**src/rtl/d_bus_pkg.sv**
```systemverilog
// Shared definitions for the data-bus fabric: FSM state encoding, fault status
// bit positions and the default slot map.
package d_bus_pkg;

    typedef enum logic [1:0] {
        ST_IDLE   = 2'd0,
        ST_STROBE = 2'd1,
        ST_WAIT   = 2'd2,
        ST_DONE   = 2'd3
    } bus_state_t;

    localparam int FLT_UNMAPPED = 0;
    localparam int FLT_TIMEOUT  = 1;

    localparam int          DEF_NSLOT      = 4;
    localparam int          DEF_AW         = 16;
    localparam logic [63:0] DEF_SLOT_BASE  = {16'h2000, 16'h1080, 16'h1000, 16'h0000};
    localparam logic [63:0] DEF_SLOT_MASK  = {16'hF000, 16'hFFFF, 16'hFF80, 16'hF800};
    localparam logic [15:0] DEF_SLOT_WAIT  = {4'd0, 4'd1, 4'd0, 4'd0};
    localparam logic [7:0]  DEF_TIMEOUT    = 8'd64;
    localparam logic [15:0] DEF_FAULT_ADDR = 16'h10FE;

    // Index width that stays legal for a single entry.
    function automatic int idx_w(input int n);
        return (n > 1) ? $clog2(n) : 1;
    endfunction

endpackage

```
**src/rtl/d_bus_decode.sv**
```systemverilog
// Combinational address decoder: maps an address onto one of NSLOT base/mask
// regions and reports hit, one-hot select and slot index.
module d_bus_decode
    import d_bus_pkg::*;
#(
    parameter int                  NSLOT     = DEF_NSLOT,
    parameter int                  AW        = DEF_AW,
    parameter int                  SW        = idx_w(NSLOT),
    parameter logic [NSLOT*AW-1:0] SLOT_BASE = DEF_SLOT_BASE,
    parameter logic [NSLOT*AW-1:0] SLOT_MASK = DEF_SLOT_MASK
) (
    input  logic [AW-1:0]    address,
    output logic             hit,
    output logic [NSLOT-1:0] sel,
    output logic [SW-1:0]    slot
);

    always_comb begin
        hit  = 1'b0;
        sel  = '0;
        slot = '0;
        // Scan from the top so the lowest-index match is the one left standing.
        for (int i = NSLOT - 1; i >= 0; i--) begin
            if ((address & SLOT_MASK[i*AW +: AW]) == SLOT_BASE[i*AW +: AW]) begin
                hit    = 1'b1;
                sel    = '0;
                sel[i] = 1'b1;
                slot   = SW'(i);
            end
        end
    end

endmodule

```
**src/rtl/d_bus_fabric.sv**
```systemverilog
// Data-bus fabric between the CPU data port and its slaves: decode, strobe,
// wait states, slave ready, timeout watchdog and sticky fault registers.
module d_bus_fabric
    import d_bus_pkg::*;
#(
    parameter int                  NSLOT      = DEF_NSLOT,
    parameter int                  AW         = DEF_AW,
    parameter logic [NSLOT*AW-1:0] SLOT_BASE  = DEF_SLOT_BASE,
    parameter logic [NSLOT*AW-1:0] SLOT_MASK  = DEF_SLOT_MASK,
    parameter logic [NSLOT*4-1:0]  SLOT_WAIT  = DEF_SLOT_WAIT,
    parameter logic [7:0]          TIMEOUT    = DEF_TIMEOUT,
    parameter logic [AW-1:0]       FAULT_ADDR = DEF_FAULT_ADDR
) (
    input  logic               clk,
    input  logic               rst,
    input  logic [AW-1:0]      address,
    input  logic [7:0]         din,
    input  logic               w_en,
    input  logic               r_en,
    output logic [7:0]         dout,
    output logic               ready,
    output logic [NSLOT-1:0]   s_sel,
    output logic               s_w_en,
    output logic               s_r_en,
    output logic [AW-1:0]      s_addr,
    output logic [7:0]         s_din,
    input  logic [NSLOT*8-1:0] s_dout,
    input  logic [NSLOT-1:0]   s_ready,
    output logic               fault_flag,
    input  logic               fault_clr
);

    localparam int             SW    = idx_w(NSLOT);
    localparam int             TW    = idx_w(int'(TIMEOUT));
    localparam logic [TW-1:0]  TLAST = TW'(TIMEOUT - 8'd1);

    bus_state_t     state;
    logic [SW-1:0]  slot;
    logic           is_write;
    logic [3:0]     wcnt;
    logic [TW-1:0]  tcnt;
    logic [1:0]     fault_kind;
    logic [AW-1:0]  fault_addr;

    logic             dec_hit;
    logic [NSLOT-1:0] dec_sel;
    logic [SW-1:0]    dec_slot;

    d_bus_decode #(
        .NSLOT     (NSLOT),
        .AW        (AW),
        .SW        (SW),
        .SLOT_BASE (SLOT_BASE),
        .SLOT_MASK (SLOT_MASK)
    ) u_decode (
        .address (address),
        .hit     (dec_hit),
        .sel     (dec_sel),
        .slot    (dec_slot)
    );

    logic [7:0] rd_bytes [NSLOT];
    logic [3:0] wait_tab [NSLOT];

    always_comb begin
        for (int i = 0; i < NSLOT; i++) begin
            rd_bytes[i] = s_dout[i*8 +: 8];
            wait_tab[i] = SLOT_WAIT[i*4 +: 4];
        end
    end

    // Fault register window: +0 status, +1/+2 captured address bytes.
    logic        freg_hit;
    logic        freg_status;
    logic [7:0]  freg_rdata;
    logic [15:0] fault_addr_w;

    assign fault_addr_w = 16'(fault_addr);

    always_comb begin
        freg_hit    = 1'b1;
        freg_status = 1'b0;
        freg_rdata  = '0;
        if (address == FAULT_ADDR) begin
            freg_status = 1'b1;
            freg_rdata  = {6'b0, fault_kind};
        end else if (address == FAULT_ADDR + AW'(1)) begin
            freg_rdata = fault_addr_w[7:0];
        end else if (address == FAULT_ADDR + AW'(2)) begin
            freg_rdata = fault_addr_w[15:8];
        end else begin
            freg_hit = 1'b0;
        end
    end

    logic       req;
    logic       unmapped;
    logic       timed_out;
    logic       fault_set;
    logic       fault_wipe;
    logic [1:0] new_kind;

    assign req        = (state == ST_IDLE) && (w_en || r_en);
    assign unmapped   = req && !freg_hit && !dec_hit;
    assign timed_out  = (state == ST_WAIT) && (wcnt == 4'd0) && !s_ready[slot] && (tcnt == TLAST);
    assign fault_set  = unmapped || timed_out;
    assign fault_wipe = fault_clr || (req && freg_status && w_en);

    always_comb begin
        new_kind               = '0;
        new_kind[FLT_TIMEOUT]  = timed_out;
        new_kind[FLT_UNMAPPED] = unmapped;
    end

    always_ff @(posedge clk or negedge rst) begin
        if (!rst) begin
            state    <= ST_IDLE;
            dout     <= '0;
            ready    <= 1'b0;
            s_sel    <= '0;
            s_w_en   <= 1'b0;
            s_r_en   <= 1'b0;
            s_addr   <= '0;
            s_din    <= '0;
            slot     <= '0;
            is_write <= 1'b0;
            wcnt     <= '0;
            tcnt     <= '0;
        end else begin
            ready  <= 1'b0;
            s_w_en <= 1'b0;
            s_r_en <= 1'b0;
            case (state)
                ST_IDLE: begin
                    if (w_en || r_en) begin
                        s_addr   <= address;
                        s_din    <= din;
                        is_write <= w_en;
                        slot     <= dec_slot;
                        wcnt     <= wait_tab[dec_slot];
                        tcnt     <= '0;
                        if (freg_hit) begin
                            dout  <= w_en ? 8'h00 : freg_rdata;
                            ready <= 1'b1;
                            state <= ST_DONE;
                        end else if (!dec_hit) begin
                            dout  <= 8'h00;
                            ready <= 1'b1;
                            state <= ST_DONE;
                        end else begin
                            // A simultaneous read+write request is a write.
                            s_sel  <= dec_sel;
                            s_w_en <= w_en;
                            s_r_en <= !w_en;
                            state  <= ST_STROBE;
                        end
                    end
                end
                ST_STROBE: state <= ST_WAIT;
                ST_WAIT: begin
                    if (wcnt != 4'd0) begin
                        wcnt <= wcnt - 4'd1;
                    end else if (s_ready[slot]) begin
                        dout  <= is_write ? 8'h00 : rd_bytes[slot];
                        ready <= 1'b1;
                        s_sel <= '0;
                        state <= ST_DONE;
                    end else if (tcnt == TLAST) begin
                        dout  <= 8'hFF;
                        ready <= 1'b1;
                        s_sel <= '0;
                        state <= ST_DONE;
                    end else begin
                        tcnt <= tcnt + TW'(1);
                    end
                end
                ST_DONE: state <= ST_IDLE;
                default: state <= ST_IDLE;
            endcase
        end
    end

    // A new fault outranks a clear in the same cycle; only the first is captured.
    always_ff @(posedge clk or negedge rst) begin
        if (!rst) begin
            fault_flag <= 1'b0;
            fault_kind <= '0;
            fault_addr <= '0;
        end else if (fault_set) begin
            fault_flag <= 1'b1;
            if (!fault_flag) begin
                fault_kind <= new_kind;
                fault_addr <= timed_out ? s_addr : address;
            end
        end else if (fault_wipe) begin
            fault_flag <= 1'b0;
            fault_kind <= '0;
            fault_addr <= '0;
        end
    end

endmodule

```
**config.mk**
```make
export PLATFORM = sky130hd
export DESIGN_NAME = d_bus_fabric
export DESIGN_NICKNAME = d
export VERILOG_FILES = /design/src/rtl/d_bus_pkg.sv /design/src/rtl/d_bus_decode.sv /design/src/rtl/d_bus_fabric.sv
export SDC_FILE = /design/constraint.sdc
export NUM_CORES = 1
export LEC_CHECK = 0
export ABC_AREA = 1
export BUFFER_PORTS_ARGS = -buffer_cell sky130_fd_sc_hd__buf_2
export CORE_MARGIN = 2
export CORE_UTILIZATION = 59
export CTS_CLUSTER_SIZE = 14
export DETAILED_ROUTE_END_ITERATION = 8
export PLACE_DENSITY = 0.92
export SYNTH_ARGS = -nofsm -noshare
export SYNTH_HDL_FRONTEND = slang
export SYNTH_SLANG_ARGS = --single-unit
```
**constraint.sdc**
```tcl
create_clock -name clk -period 4.7 [get_ports clk]
set_input_delay 0 -clock clk [delete_from_list [all_inputs] [get_ports clk]]
set_output_delay 0 -clock clk [all_outputs]
set_load 0.02 [all_outputs]
```
Yosys cells after proc, flatten, opt, wreduce, memory -nomap -nowiden:

Index checks and enable logic that the tools add are counted.

* bits in registers: 73
* bits in latches: 0
* RAM bits: 0
* ROM bits: 0
* input bits: 65
* output and inout bits: 40
* memories kept: 0

* $add $sub $neg: 2
* multiply operators: 0
* div/mod/pow operators: 0
* magnitude comparators: 3
* equality and inequality tests: 20
* shift-type cells: 0
* multiplexer cells: 82
* bitwise gates (word level): 2
* reductions and logical operators: 28

Operators with widths (number)
* 2-to-1 mux 8 bit: 13
* equality test 16 x 13 -> 1 bit (second input constant): 4
* 2-to-1 mux 16 bit: 4
* 2-to-1 mux 4 bit: 14
* 2-to-1 mux 2 bit: 13
* 2-to-1 mux 1 bit: 25
* 2-to-1 mux 6 bit: 4
* binary-select mux 8 bit (select 2 bit): 1
* zero test 16 bit: 1
* case mux 4 bit (2 select lines): 2
* case mux 8 bit (2 select lines): 1
* inequality test 2 bit (second input constant): 6
* case mux 6 bit (2 select lines): 1
* AND reduction 5 bit: 2
* equality test 9 x 6 -> 1 bit (second input constant): 1
* binary-select mux 4 bit (select 2 bit): 1
* logical AND 1 bit: 8
* case mux 2 bit (4 select lines): 1
* adder 6 x 1 -> 6 bit (second input constant): 1
* equality test 6 bit (second input constant): 1
* greater-or-equal comparator 3 bit (second input constant): 2
* inverter 2 -> 3 bit: 2
* AND reduction 3 bit: 2
* AND reduction 6 bit: 1
* 17 further kinds: 26

Logic depth before layout (Yosys ltp):

* depth after elaboration: 11
* depth in mapped cells: 13
* mapped depth without buffers: 13

Cells and area by module:

Synthesis repeated with hierarchy kept, for this count alone.

* cells, all modules: 597
* area, all modules: 4342.9 um2

Modules (own cells, without submodules)
* d_bus_fabric: instances 1, cells an instance 559, area an instance 4146.5 um2
* d_bus_decode: instances 1, cells an instance 38, area an instance 196.4 um2

Worst setup path before layout:

OpenSTA, ideal clock, no wires.

* kind: flip-flop to flip-flop
* start: register wcnt[0]
* end: register fault_addr[4]
* library setup time: 117 ps
* arrival time: 1623 ps
* slack: 2960 ps
* cell stages (with the launch flop): 13
* cells stage by stage: dfrtp_1 -> inv_1 -> ha_1 -> inv_1 -> nor3_2 -> nand2_1 -> nor2_4 -> nand2_4 -> nand2_8 -> nand2_8 -> buf_8 -> nand3_2 -> nand2_1

* cells in the longest elaborated chain, start to end: 7
* elaborated cells between the ends (all ways): 11
* those cells by class: 1 x eq/ne; 3 x mux; 7 x reduce/logical

RTL lines
* start: declaration: line d_bus_fabric.sv:40 `logic [3:0] wcnt;`
* start signal: assignment: line d_bus_fabric.sv:140 `wcnt <= wait_tab[dec_slot];`
* start signal: assignment: line d_bus_fabric.sv:162 `wcnt <= wcnt - 4'd1;`
* zero test 4 bit (*): line d_bus_fabric.sv:105 `assign timed_out = (state == ST_WAIT) && (wcnt == 4'd0) && !s_ready[slot] && (tcnt == TLAST);`
* logical AND 1 bit (*) (3 in series): line d_bus_fabric.sv:105
* 2-to-1 mux 16 bit / logical OR 1 bit (equally long branches): line d_bus_fabric.sv:193, d_bus_fabric.sv:106
* 2-to-1 mux 16 bit (tied with other cells): line d_bus_fabric.sv:191 `if (!fault_flag) begin`
* 2-to-1 mux 16 bit / AND reduction 2 bit (equally long branches)
* end signal: assignment: line d_bus_fabric.sv:193 `fault_addr <= timed_out ? s_addr : address;`
* end: declaration: line d_bus_fabric.sv:43 `logic [AW-1:0] fault_addr;`

Every way passes the cells marked *; elsewhere a longest branch is shown, timed or not. The select of a mux whose other input is x is not followed.
A chain may end at the register's enable or synchronous reset.

Final worst setup path:

* start: register state[0]
* end: register fault_addr[1]

* cells in the longest elaborated chain, start to end: 7
* elaborated cells between the ends (all ways): 18
* those cells by class: 2 x eq/ne; 3 x mux; 13 x reduce/logical

RTL lines
* start: declaration: line d_bus_fabric.sv:37 `bus_state_t state;`
* start signal: assignment: line d_bus_fabric.sv:117 `state <= ST_IDLE;`
* start signal: assignment: line d_bus_fabric.sv:145 `state <= ST_DONE;`
* start signal: assignment: line d_bus_fabric.sv:149 `state <= ST_DONE;`
* equality test 2 bit / zero test 2 bit (equally long branches): line d_bus_fabric.sv:105, d_bus_fabric.sv:103
* logical AND 1 bit (on tied branches): line d_bus_fabric.sv:105, d_bus_fabric.sv:103
* logical AND 1 bit (on tied branches) (2 in series): line d_bus_fabric.sv:105, d_bus_fabric.sv:104, d_bus_fabric.sv:107
* 2-to-1 mux 16 bit (tied with other cells): line d_bus_fabric.sv:193
* 2-to-1 mux 16 bit (tied with other cells): line d_bus_fabric.sv:191
* 2-to-1 mux 16 bit / AND reduction 2 bit (equally long branches)

Several ways; a longest one is shown, not always the timed one. The select of a mux whose other input is x is not followed.

==> results.toml <==
[timing]
fmax_mhz = 353
slew_headroom_pct = 38.8
rsz0062_at_grt = "false"
min_period_over_period_pct = 60.3
hold_violations = 0
slew_violations = 0
finalSetupTns_ns = 0
worstMarginPinSlew_ns = 0.919
layout_min_cycle_time_ns = 2.83
skew_ns = 0.0135
setup_viol = 0

[power]
power.leakage_nw = 2.98
swShare_pct = 48.6
switchingPower_mw = 1.48
finalPower_mw = 3.06
p_int_mw = 1.57
vdd_drop_max_mv = 0.343
p_comb_share_pct = 48.6
clockPowerShare_pct = 16.8
p_per_area_nw_per_um2 = 557
p_seq_share_pct = 34.6

[worst_setup_path]
crit_path_cell_trace = "inv_1 -> ha_1 -> inv_2 -> nor2_4 -> inv_2 -> nor2_2 -> nand3_1 -> nand2_1 -> nand3_1 -> nand2_1"
cp_top_family = "simple AND/OR/NAND/NOR gates"
slowest_stage = "nor2_2"
cp-end-kind = "register"
path_max_fanout = 42
cp-start-kind = "register"
worst-setup-path-type = "register to register"
cp_slowest_stage_delay_ns = 0.60
rrSetupSlack_ns = 1.87
arrival_ns = 3.13
required_ns = 5.00
cp.buffers_inverters = 3

[run_status]
status = "finished, final reports clean"

[detailed_routing]
route.detailed.drc = 0
drt-pass1-iter-count = 5
drtAntennaViolNets = 0
drt-initial-drc-count = 263
wl_mm = 12.3
wl_per_cell_um = 14.8
num_vias = 4579
via_per_inst = 5.50

[logic_synthesis]
ys_types = 40
synth_nets = 677
synth_edf_count = 0
synth_seq_cells = 73
syn_inst = 608
yosysTopAreaCell = "dfrtp_1"
synth_top_area_share_pct = 40.2
avgSynthCellArea_um2 = 7.48
synth_ff_type = "dfrtp_1"
netlist_area_um2 = 4550
synth-async-reset-ratio_pct = 100
ys_seq_area_share_pct = 40.2
synth_warnings = 0
synthTopCellsByArea = "dfrtp_1 40%, nand2_1 18%, nand3_1 7.9%"

[clock_tree]
cts_made_buffers = 9
clk-insertion-delay-late_ns = 0.36
clock-sinks = 73
cts_setup_buffers = 0
cts_buffer_depth = 2
cts_resized = 0
cts_tree = "done"
clkTransAtPathRegs_ns = 0.09
cts_root_buffer = "clkbuf_8"
htree_num_levels = 3

[cells_and_area]
insertedDiodeCount = 0
fill_cells = 576
areaGrowthSynthToFinish_pct = 20.7
drive_above_1_share_pct = 26.0
final_nets = 795

[placement]
dpl.hpwl_mm = 8.42
gp_congestion = 0.856
portBuffers = 104

[grt]
grt_pass1_vias = 4444
grt-ovfl-total = 0
grt_start_max_net_pins = 74
antenna_found_initial = 0
grt_pass1_wl_mm = 20.6
track_usage_pct = 30.4

[floorplanning]
design.core.area_um2 = 7610
die_h_um = 91.8
start_util_pct = 59.8
rows = 32
ios = 105
die_area_um2 = 8420
die_x_um = 91.8

[hold_path]
min_path_type = "primary input to register"

[flow_run]
max-cap-violations = 0
==> power by group through the flow <==
stage | Sequential, mW | Combinational, mW | Clock (mW)
floorplan | 1.17 | 0.966 | 0
global placement | 1.05 | 1.38 | 0
detailed placement | 1.06 | 1.45 | 0
CTS | 1.05 | 1.47 | 0.508
global route | 1.09 | 1.64 | 0.533
finish | 1.06 | 1.48 | 0.514
==> worst min-delay path, cell delays in order <==
cell	delay, ns
buf_2	0.11
inv_1	0.10
o21ai_0	0.12
==> final timing paths <==
path	start	to	depth (start not counted)
hold reg to reg	dout[1]$_DFFE_PN0P_	dout[1]$_DFFE_PN0P_	2
max in group asynchronous	rst	tcnt[3]$_DFFE_PN0P_	3
setup reg to reg	state[0]$_DFFE_PN0P_	fault_addr[1]$_DFFE_PN0P_	10
min in group asynchronous	rst	dout[6]$_DFFE_PN0P_	3
hold / removal	address[15]	s_addr[15]$_DFFE_PN0P_	3
setup / recovery	state[0]$_DFFE_PN0P_	fault_addr[1]$_DFFE_PN0P_	10
==> final cells by class <==
class	count	area (µm²)	share of cell area, %
Timing Repair Buffer	130	778	14.2
Clock inverter	7	76.3	1.39
Multi-Input combinational cell	462	2360	43.0
Inverter	50	195	3.56
Sequential cell	73	1830	33.3
Tap cell	102	128	2.33
Clock buffer	9	124	2.26
==> cell families after synthesis <==
family / Yosys count / share of synthesized area, %
simple gates: 390 / 42.5
compound gates: 66 / 7.87
fa+ha+maj: 4 / 1.10
flops: 73 / 40.2
buf+inv: 73 / 7.95
xor+xnor: 2 / 0.385
==> through the flow <==
step	util (%)	setup slack, ns	cells	cell area (µm²)	hold WS [ns]
final	72.1	1.87	833	5490	0.0132
after global routing	72.1	1.64	833	5490	0.0494
after CTS	72.1	1.95	833	5490	0.00879
after detailed placement	66.2	1.98	792	5040	0.206
after global placement	66.2	2.18	792	5040	0.200
after floorplan	-	2.96	608	4550	-0.296
==> metal layers <==
layer	track usage, %	share of wire, %
met4	11.4	2.6
met3	4.85	8.1
met2	53.2	50
met1	37.7	39
met5	0	0
==> layout by cell type, fill, tap and decap left out, types with 2 or more instances in the layout <==
| cell | count |
|---|---|
| a21oi_1 | 22 |
| a31oi_1 | 2 |
| buf_2 | 104 |
| clkbuf_8 | 9 |
| clkinv_1 | 2 |
| clkinvlp_4 | 2 |
| dfrtp_1 | 73 |
| dlygate4sd3_1 | 25 |
| ha_1 | 4 |
| inv_1 | 35 |
| inv_2 | 10 |
| inv_4 | 3 |
| inv_6 | 3 |
| nand2_1 | 220 |
| nand2_2 | 9 |
| nand2_8 | 3 |
| nand3_1 | 72 |
| nand3_2 | 23 |
| nand3_4 | 3 |
| nand4_1 | 3 |
| nor2_1 | 38 |
| nor2_2 | 6 |
| nor2_4 | 4 |
| nor2_8 | 3 |
| nor3_1 | 2 |
| o21ai_0 | 26 |
| o21ai_1 | 10 |
| or2_2 | 2 |
==> registers in the layout, indices dropped and copies added, names as in the netlist <==
signal and cells:
fault_addr 16, s_addr 16, dout 8, s_din 8
tcnt 6, s_sel 4, wcnt 4, fault_kind 2
slot 2, state 2, fault_flag 1, is_write 1
ready 1, s_r_en 1, s_w_en 1
==> what timing repair did <==
action,CTS,global route
endpoints found under the hold margin,97,0
hold buffers,25,0
endpoints found under the setup margin,0,0
==> cells in the mapped netlist (3+ instances only) <==
master / number
dfrtp_1: 73
nand3_4: 3
inv_1: 35
nand2_2: 9
nand2_1: 220
inv_4: 3
ha_1: 4
buf_6: 4
nand3_1: 72
buf_2: 6
nor2_2: 6
nand2_8: 3
nor2_8: 3
clkbuf_1: 8
nand4_1: 3
nor2_4: 4
nand3_2: 23
a21oi_1: 22
inv_2: 10
o21ai_0: 26
o21ai_1: 10
nor2_1: 38
No activity file was read; power rests on OpenSTA's default activity.
